File: src/rtl/hd_timing_pkg.sv
// 720p50 timing constants and helpers shared by the HD timing generator and
// the upsampler's vertical translator.
package hd_timing_pkg;

    localparam int unsigned H_ACT_720P  = 1280;
    localparam int unsigned H_FP_720P   = 440;
    localparam int unsigned H_SYNC_720P = 40;
    localparam int unsigned H_BP_720P   = 220;
    localparam int unsigned V_ACT_720P  = 720;
    localparam int unsigned V_FP_720P   = 5;
    localparam int unsigned V_SYNC_720P = 5;
    localparam int unsigned V_BP_720P   = 20;

    localparam int unsigned CLK_DIV_DEFAULT   = 2;
    localparam int unsigned LOCK_LINE_DEFAULT = 0;

    localparam int unsigned HCOUNT_W = 12;
    localparam int unsigned VCOUNT_W = 11;

    // Total span of a line or frame: active + front porch + sync + back porch.
    function automatic int unsigned span_total(input int unsigned act,
                                               input int unsigned fp,
                                               input int unsigned sync,
                                               input int unsigned bp);
        return act + fp + sync + bp;
    endfunction

    localparam int unsigned H_TOTAL_720P =
        span_total(H_ACT_720P, H_FP_720P, H_SYNC_720P, H_BP_720P);
    localparam int unsigned V_TOTAL_720P =
        span_total(V_ACT_720P, V_FP_720P, V_SYNC_720P, V_BP_720P);

    // Per-pixel video qualifiers, registered together so they never skew.
    typedef struct packed {
        logic frame_start;
        logic de;
        logic vsync;
        logic hsync;
    } hd_flags_t;

endpackage

File: src/rtl/hd_timing_gen_if.sv
// Genlock inputs and video timing outputs of the HD timing generator.
interface hd_timing_gen_if;
    import hd_timing_pkg::*;

    logic                i_lock_en;
    logic                i_frame_sync;
    logic                o_hd_clk;
    logic                o_pix_en;
    logic                o_hsync;
    logic                o_vsync;
    logic                o_de;
    logic [HCOUNT_W-1:0] o_hcount;
    logic [VCOUNT_W-1:0] o_vcount;
    logic                o_frame_start;
    logic                o_lock_jump;

    modport master (
        input  i_lock_en, i_frame_sync,
        output o_hd_clk, o_pix_en, o_hsync, o_vsync, o_de,
               o_hcount, o_vcount, o_frame_start, o_lock_jump
    );

    modport slave (
        output i_lock_en, i_frame_sync,
        input  o_hd_clk, o_pix_en, o_hsync, o_vsync, o_de,
               o_hcount, o_vcount, o_frame_start, o_lock_jump
    );

endinterface

File: src/rtl/hd_pix_clk_div.sv
// Free-running pixel divider: one-clk pixel strobe every CLK_DIV clks and a
// square pixel clock whose falling edge sits at mid-pixel.
module hd_pix_clk_div #(
    parameter int unsigned CLK_DIV = 2
) (
    input  logic clk,
    input  logic reset,
    output logic o_tick_c,
    output logic o_pix_en,
    output logic o_hd_clk
);

    localparam int unsigned DIV_W = $clog2(CLK_DIV);

    logic [DIV_W-1:0] div_q, div_d;
    logic             pix_en_q, pix_en_d;
    logic             hd_clk_q, hd_clk_d;

    // The tick is the clk in which the registered strobe and counters update.
    always_comb begin
        o_tick_c = (div_q == DIV_W'(CLK_DIV - 1));
        div_d    = o_tick_c ? '0 : div_q + DIV_W'(1);
        pix_en_d = o_tick_c;
        hd_clk_d = (div_d < DIV_W'(CLK_DIV / 2));
    end

    always_ff @(posedge clk) begin
        if (reset) begin
            div_q    <= '0;
            pix_en_q <= 1'b0;
            hd_clk_q <= 1'b1;
        end else begin
            div_q    <= div_d;
            pix_en_q <= pix_en_d;
            hd_clk_q <= hd_clk_d;
        end
    end

    assign o_pix_en = pix_en_q;
    assign o_hd_clk = hd_clk_q;

endmodule

File: src/rtl/hd_timing_gen.sv
// HD raster timing generator with line-granular genlock to an upstream frame
// pulse; every output is registered on the pixel-strobe clk edge.
module hd_timing_gen
    import hd_timing_pkg::*;
#(
    parameter int unsigned H_ACT     = H_ACT_720P,
    parameter int unsigned H_FP      = H_FP_720P,
    parameter int unsigned H_SYNC    = H_SYNC_720P,
    parameter int unsigned H_BP      = H_BP_720P,
    parameter int unsigned V_ACT     = V_ACT_720P,
    parameter int unsigned V_FP      = V_FP_720P,
    parameter int unsigned V_SYNC    = V_SYNC_720P,
    parameter int unsigned V_BP      = V_BP_720P,
    parameter int unsigned CLK_DIV   = CLK_DIV_DEFAULT,
    parameter int unsigned LOCK_LINE = LOCK_LINE_DEFAULT
) (
    input  logic            clk,
    input  logic            reset,
    hd_timing_gen_if.master bus
);

    localparam int unsigned H_TOTAL  = span_total(H_ACT, H_FP, H_SYNC, H_BP);
    localparam int unsigned V_TOTAL  = span_total(V_ACT, V_FP, V_SYNC, V_BP);
    localparam int unsigned HS_START = H_ACT + H_FP;
    localparam int unsigned HS_END   = H_ACT + H_FP + H_SYNC;
    localparam int unsigned VS_START = V_ACT + V_FP;
    localparam int unsigned VS_END   = V_ACT + V_FP + V_SYNC;

    localparam logic [VCOUNT_W-1:0] LOCK_V = VCOUNT_W'(LOCK_LINE);

    logic                tick_c;
    logic                h_last_c;
    logic                lock_hit_c;
    logic [VCOUNT_W-1:0] v_inc_c;

    logic [HCOUNT_W-1:0] h_q, h_d;
    logic [VCOUNT_W-1:0] v_q, v_d;
    logic                primed_q, primed_d;
    logic                pend_q, pend_d;
    logic                lock_jump_q, lock_jump_d;
    hd_flags_t           flags_q, flags_d;

    hd_pix_clk_div #(
        .CLK_DIV (CLK_DIV)
    ) u_pix_clk_div (
        .clk      (clk),
        .reset    (reset),
        .o_tick_c (tick_c),
        .o_pix_en (bus.o_pix_en),
        .o_hd_clk (bus.o_hd_clk)
    );

    // The first tick after reset presents pixel (0,0) instead of advancing,
    // so the raster restarts cleanly with a frame_start.
    always_comb begin
        h_last_c   = (h_q == HCOUNT_W'(H_TOTAL - 1));
        v_inc_c    = (v_q == VCOUNT_W'(V_TOTAL - 1)) ? '0 : v_q + VCOUNT_W'(1);
        lock_hit_c = bus.i_lock_en && (pend_q || bus.i_frame_sync);

        h_d                 = h_q;
        v_d                 = v_q;
        primed_d            = primed_q;
        pend_d              = pend_q;
        lock_jump_d         = 1'b0;
        flags_d             = flags_q;
        flags_d.frame_start = 1'b0;

        if (!bus.i_lock_en) begin
            pend_d = 1'b0;
        end else if (bus.i_frame_sync) begin
            pend_d = 1'b1;
        end

        if (tick_c) begin
            primed_d = 1'b1;
            if (primed_q) begin
                if (h_last_c) begin
                    h_d = '0;
                    // Genlock only ever rewrites the line number, at a line wrap.
                    if (lock_hit_c) begin
                        v_d         = LOCK_V;
                        lock_jump_d = (LOCK_V != v_inc_c);
                        pend_d      = 1'b0;
                    end else begin
                        v_d = v_inc_c;
                    end
                end else begin
                    h_d = h_q + HCOUNT_W'(1);
                end
            end
            flags_d.hsync       = (h_d >= HCOUNT_W'(HS_START)) && (h_d < HCOUNT_W'(HS_END));
            flags_d.vsync       = (v_d >= VCOUNT_W'(VS_START)) && (v_d < VCOUNT_W'(VS_END));
            flags_d.de          = (h_d < HCOUNT_W'(H_ACT)) && (v_d < VCOUNT_W'(V_ACT));
            flags_d.frame_start = (h_d == '0) && (v_d == '0);
        end
    end

    always_ff @(posedge clk) begin
        if (reset) begin
            h_q         <= '0;
            v_q         <= '0;
            primed_q    <= 1'b0;
            pend_q      <= 1'b0;
            lock_jump_q <= 1'b0;
            flags_q     <= '0;
        end else begin
            h_q         <= h_d;
            v_q         <= v_d;
            primed_q    <= primed_d;
            pend_q      <= pend_d;
            lock_jump_q <= lock_jump_d;
            flags_q     <= flags_d;
        end
    end

    assign bus.o_hcount      = h_q;
    assign bus.o_vcount      = v_q;
    assign bus.o_hsync       = flags_q.hsync;
    assign bus.o_vsync       = flags_q.vsync;
    assign bus.o_de          = flags_q.de;
    assign bus.o_frame_start = flags_q.frame_start;
    assign bus.o_lock_jump   = lock_jump_q;

endmodule

File: src/flat_wrapper.sv
// flat-port wrapper written by rule: the top's interface ports become plain ports
module hd_timing_gen_flat import hd_timing_pkg::*;
#(
    parameter int unsigned H_ACT     = H_ACT_720P,
    parameter int unsigned H_FP      = H_FP_720P,
    parameter int unsigned H_SYNC    = H_SYNC_720P,
    parameter int unsigned H_BP      = H_BP_720P,
    parameter int unsigned V_ACT     = V_ACT_720P,
    parameter int unsigned V_FP      = V_FP_720P,
    parameter int unsigned V_SYNC    = V_SYNC_720P,
    parameter int unsigned V_BP      = V_BP_720P,
    parameter int unsigned CLK_DIV   = CLK_DIV_DEFAULT,
    parameter int unsigned LOCK_LINE = LOCK_LINE_DEFAULT
)
  (clk, reset, bus_i_lock_en, bus_i_frame_sync, bus_o_hd_clk, bus_o_pix_en, bus_o_hsync, bus_o_vsync, bus_o_de, bus_o_hcount, bus_o_vcount, bus_o_frame_start, bus_o_lock_jump);
  hd_timing_gen_if bus_i ();
  input  logic clk;
  input  logic reset;
  input wire logic [$bits(bus_i.i_lock_en)-1:0] bus_i_lock_en;
  input wire logic [$bits(bus_i.i_frame_sync)-1:0] bus_i_frame_sync;
  output wire logic [$bits(bus_i.o_hd_clk)-1:0] bus_o_hd_clk;
  output wire logic [$bits(bus_i.o_pix_en)-1:0] bus_o_pix_en;
  output wire logic [$bits(bus_i.o_hsync)-1:0] bus_o_hsync;
  output wire logic [$bits(bus_i.o_vsync)-1:0] bus_o_vsync;
  output wire logic [$bits(bus_i.o_de)-1:0] bus_o_de;
  output wire logic [$bits(bus_i.o_hcount)-1:0] bus_o_hcount;
  output wire logic [$bits(bus_i.o_vcount)-1:0] bus_o_vcount;
  output wire logic [$bits(bus_i.o_frame_start)-1:0] bus_o_frame_start;
  output wire logic [$bits(bus_i.o_lock_jump)-1:0] bus_o_lock_jump;
  assign bus_i.i_lock_en = bus_i_lock_en;
  assign bus_i.i_frame_sync = bus_i_frame_sync;
  assign bus_o_hd_clk = bus_i.o_hd_clk;
  assign bus_o_pix_en = bus_i.o_pix_en;
  assign bus_o_hsync = bus_i.o_hsync;
  assign bus_o_vsync = bus_i.o_vsync;
  assign bus_o_de = bus_i.o_de;
  assign bus_o_hcount = bus_i.o_hcount;
  assign bus_o_vcount = bus_i.o_vcount;
  assign bus_o_frame_start = bus_i.o_frame_start;
  assign bus_o_lock_jump = bus_i.o_lock_jump;
  hd_timing_gen #(.H_ACT(H_ACT), .H_FP(H_FP), .H_SYNC(H_SYNC), .H_BP(H_BP), .V_ACT(V_ACT), .V_FP(V_FP), .V_SYNC(V_SYNC), .V_BP(V_BP), .CLK_DIV(CLK_DIV), .LOCK_LINE(LOCK_LINE)) u_core (.clk(clk), .reset(reset), .bus(bus_i));
endmodule
File: config.mk
export PLATFORM = sky130hd
export DESIGN_NAME = hd_timing_gen_flat
export DESIGN_NICKNAME = d
export VERILOG_FILES = /design/src/rtl/hd_timing_pkg.sv /design/src/rtl/hd_timing_gen_if.sv /design/src/rtl/hd_pix_clk_div.sv /design/src/rtl/hd_timing_gen.sv /design/src/flat_wrapper.sv
export SDC_FILE = /design/constraint.sdc
export NUM_CORES = 1
export LEC_CHECK = 0
export CAP_MARGIN = 30
export CORE_MARGIN = 2
export CORE_UTILIZATION = 40
export DETAILED_ROUTE_END_ITERATION = 8
export PLACE_DENSITY_LB_ADDON = 0.12
export SYNTH_ARGS = -nofsm -noshare
export SYNTH_HDL_FRONTEND = slang
export SYNTH_HIERARCHICAL = 1
export SYNTH_SLANG_ARGS = --single-unit
export TNS_END_PERCENT = 10
File: constraint.sdc
create_clock -name clk -period 5.7 [get_ports clk]
set_input_delay 1.71 -clock clk [delete_from_list [all_inputs] [get_ports clk]]
set_output_delay 1.71 -clock clk [all_outputs]
set_load 0.01 [all_outputs]
==> flow_metrics.tcl <==
set metrics [dict create \
    clockBufferDepth 2 \
    final_cells 401 \
    syn_nets 312 \
    status "finished clean" \
    vias_per_cell 5.938 \
    row_count 27 \
    hold_violations 0 \
    synth-seq-area-share 0.2919 \
    synth.ff_latch_count 33 \
    design.core.area_sq_mm 0.005473 \
    placedCellCount 393 \
    cts.sinks 33 \
    p_int_uw 339.7 \
    fin_skew_ns 0.007555 \
    grt_pass1_wl_mm 10.83 \
    fill_cells 577 \
    wirelength_mm 6.413 \
    maxSlewHeadroom 0.5014 \
    final_antenna_net_count 0 \
    max-vdd-ir-drop_v 0.00008575 \
    synth-main-ff-cell "dfxtp_1" \
    synth-async-reset-ratio 0 \
    netSwitchingPower_uw 118.9 \
    yosysTopAreaCell "dfxtp_1" \
    critPathLaunchType "input port" \
    cts_root_buf "clkbuf_8" \
    syn-mean-instance-area_sq_um 7.445 \
    die_area_sq_mm 0.006277 \
    area_delta_synth_final_pct 19.57 \
    period_share 0.6134 \
    cts_tree "yes" \
    grt_pass1_vias 2202 \
    track_usage 0.2125 \
    sw_frac_of_total 0.2593 \
    path_class "in -> reg" \
    cp.required_ns 5.88 \
    worst_slew_pin_slew_ns 0.7410 \
    start_util 0.4136 \
    combPwrFrac 0.096 \
    synth_cells 304 \
    drtIter0Drc 192 \
    synth-edff-count 0 \
    cts_inserted_buffers 5 \
    ys.warnings.count 6 \
    path_cells "clkdlybuf4s50_1 -> o21ai_0 -> buf_4 -> nand2_1 -> o21ai_0 -> a22oi_1 -> or3_1 -> o221a_2" \
    clk_latency_ns 0.28 \
    cp_slowest_cell "clkdlybuf4s50_1" \
    endpoint_kind "register" \
    critPathTopFamily "compound AO/OA/AOI/OAI gates" \
    rsz0062_at_grt "false" \
    place_congestion 0.9711 \
    cts.repair.resized 0 \
    die_w_um 79.23 \
    seq_power_share 0.527 \
    grt_max_degree 24 \
    cp_data_arrival_time_ns 3.67 \
    final.min_clock_period_ns 3.496 \
    ys_top_cells_by_area "dfxtp_1, nor2_1, a21oi_1, nand2_1, o21ai_0" \
    ios 34 \
    power_leakage_uw 0.0009272 \
    dp_hpwl_mm 4.517 \
    dieHeight_um 79.23 \
    drive_gt1_frac 0.07599 \
    critPathBufInv 2 \
    num-nets-final 336 \
    cts-htree-levels 2 \
    numPortBuffers 33 \
    slowest_delay_ns 0.41 \
    max_freq_mhz 286.0 \
    synth_top_area_frac 0.2919 \
    clk_pin_slew_ns 0.08 \
    ctsHoldBuffers 0 \
    clockPowerShare 0.377 \
    post_cts_buffers 0 \
    hold_path_class "reg -> reg" \
    fin_setup_tns_ns 0 \
    synth_area_sq_mm 0.002263 \
    setup_viol 0 \
    cp_max_fo 14 \
    firstDrtPassIters 4 \
    final_cell_mix "clkdlybuf4s50_1, dfxtp_1, nor2_1" \
    grt_overflow 0 \
    drc_errors 0 \
    crit_top_cell "o21ai_0" \
    num_vias 2381 \
    detail_route.wl_per_cell_um 15.99 \
    synth_cell_type_count 51 \
    slew_violations 0 \
    powerDensity_mw_per_mm2 169.4 \
    antenna_found_initial 0 \
    maxCapViolCount 0 \
    num_antenna_cells 0 \
]
## worst min-delay path: stages, from the launching register on
cell and delay [ns]:
dfxtp_1 0.34, nand3_1 0.07, o21ai_0 0.06
## stage by stage
step | util | instance area, sq um | hold WS, ns | worst slack (ns) | total power (uW)
6_report | 0.4945 | 2706 | 0.5010 | 2.204 | 458.6
5_1_grt | 0.4945 | 2706 | 0.5233 | 2.042 | 480.8
4_1_cts | 0.4945 | 2706 | 0.5074 | 2.215 | 466.0
3_5_place_dp | 0.4787 | 2620 | 0.4909 | 1.913 | 290.7
3_3_place_gp | 0.4787 | 2620 | 0.4927 | 1.974 | 290.3
2_1_floorplan | - | 2263 | 0.4287 | 2.383 | 273.6
## power by group through the flow
| stage | registers [uW] | clock network (uW) | logic [uW] |
|---|---|---|---|
| 6_report | 241 | 173 | 44.2 |
| 5_1_grt | 243 | 190 | 48.6 |
| 4_1_cts | 241 | 181 | 44.1 |
| 3_5_place_dp | 247 | 0 | 43.9 |
| 3_3_place_gp | 247 | 0 | 43.6 |
| 2_1_floorplan | 245 | 0 | 29.0 |
## registers in the layout, summed over array words and instances, names as in the netlist
name                           count
u_core/bus.o_hcount               12
u_core/bus.o_vsync                 1
u_core/u_pix_clk_div/o_tick_c      1
u_core/pend_q                      1
u_core/bus.o_de                    1
u_core/bus.o_frame_start           1
u_core/u_pix_clk_div/o_pix_en      1
u_core/bus.o_lock_jump             1
u_core/bus.o_hsync                 1
u_core/primed_q                    1
u_core/u_pix_clk_div/o_hd_clk      1
u_core/bus.o_vcount               11
## cells in the mapped netlist, types with 3 or more instances
master / count
and3_1: 8
xor2_1: 6
mux2i_1: 3
clkbuf_1: 15
nor2b_1: 8
ha_1: 4
nand4_1: 11
xnor2_1: 6
o31ai_1: 4
nor4_1: 8
or3_1: 4
a21oi_1: 22
a211oi_1: 5
nand2_1: 28
nor4_2: 3
o21a_1: 3
nand3_1: 15
nor2_1: 31
nor3_1: 16
o21ai_0: 19
dfxtp_1: 33
or4_1: 3
inv_1: 5
a22oi_1: 4
a31oi_1: 5
## area by class of cell
cell class | instances | area [sq um] | area share
Multi-Input combinational cell | 246 | 1494 | 0.5520
Tap cell | 72 | 90.09 | 0.03329
Inverter | 6 | 22.52 | 0.008322
Clock buffer | 5 | 68.82 | 0.02543
Sequential cell | 33 | 660.6 | 0.2441
Clock inverter | 3 | 17.52 | 0.006472
Timing Repair Buffer | 36 | 352.8 | 0.1304
## worst paths after layout
kind	from	depth (start not counted)	slack, ns	end
max reg2reg	u_core/bus.o_hcount[0]	7	2.57	u_core/bus.o_de
min reg2reg	u_core/bus.o_vsync	2	0.50	u_core/bus.o_vsync
min	u_core/bus.o_vsync	2	0.50	u_core/bus.o_vsync
max	bus_i_frame_sync	8	2.20	u_core/bus.o_de
## metal layers
layer	track usage	share of wire	up-vias	wire length, um
met5	0	0	-	0
met4	0.05000	0.0064	0	41
met3	0.02727	0.046	4	294
met2	0.3127	0.43	69	2729
met1	0.3257	0.52	1128	3348
li1	-	-	1180	-
## cells by family (layout without fill, tap and decap cells)
group | after synthesis | after routing | synth area share
xor+xnor | 12 | 12 | 0.04643
mux | 3 | 3 | 0.01327
fa+ha+maj | 4 | 4 | 0.02211
flops | 33 | 33 | 0.2919
buf+inv | 25 | 50 | 0.04809
simple gates | 149 | 149 | 0.3593
compound gates | 78 | 78 | 0.2189
No activity file was read; power rests on OpenSTA's default activity.
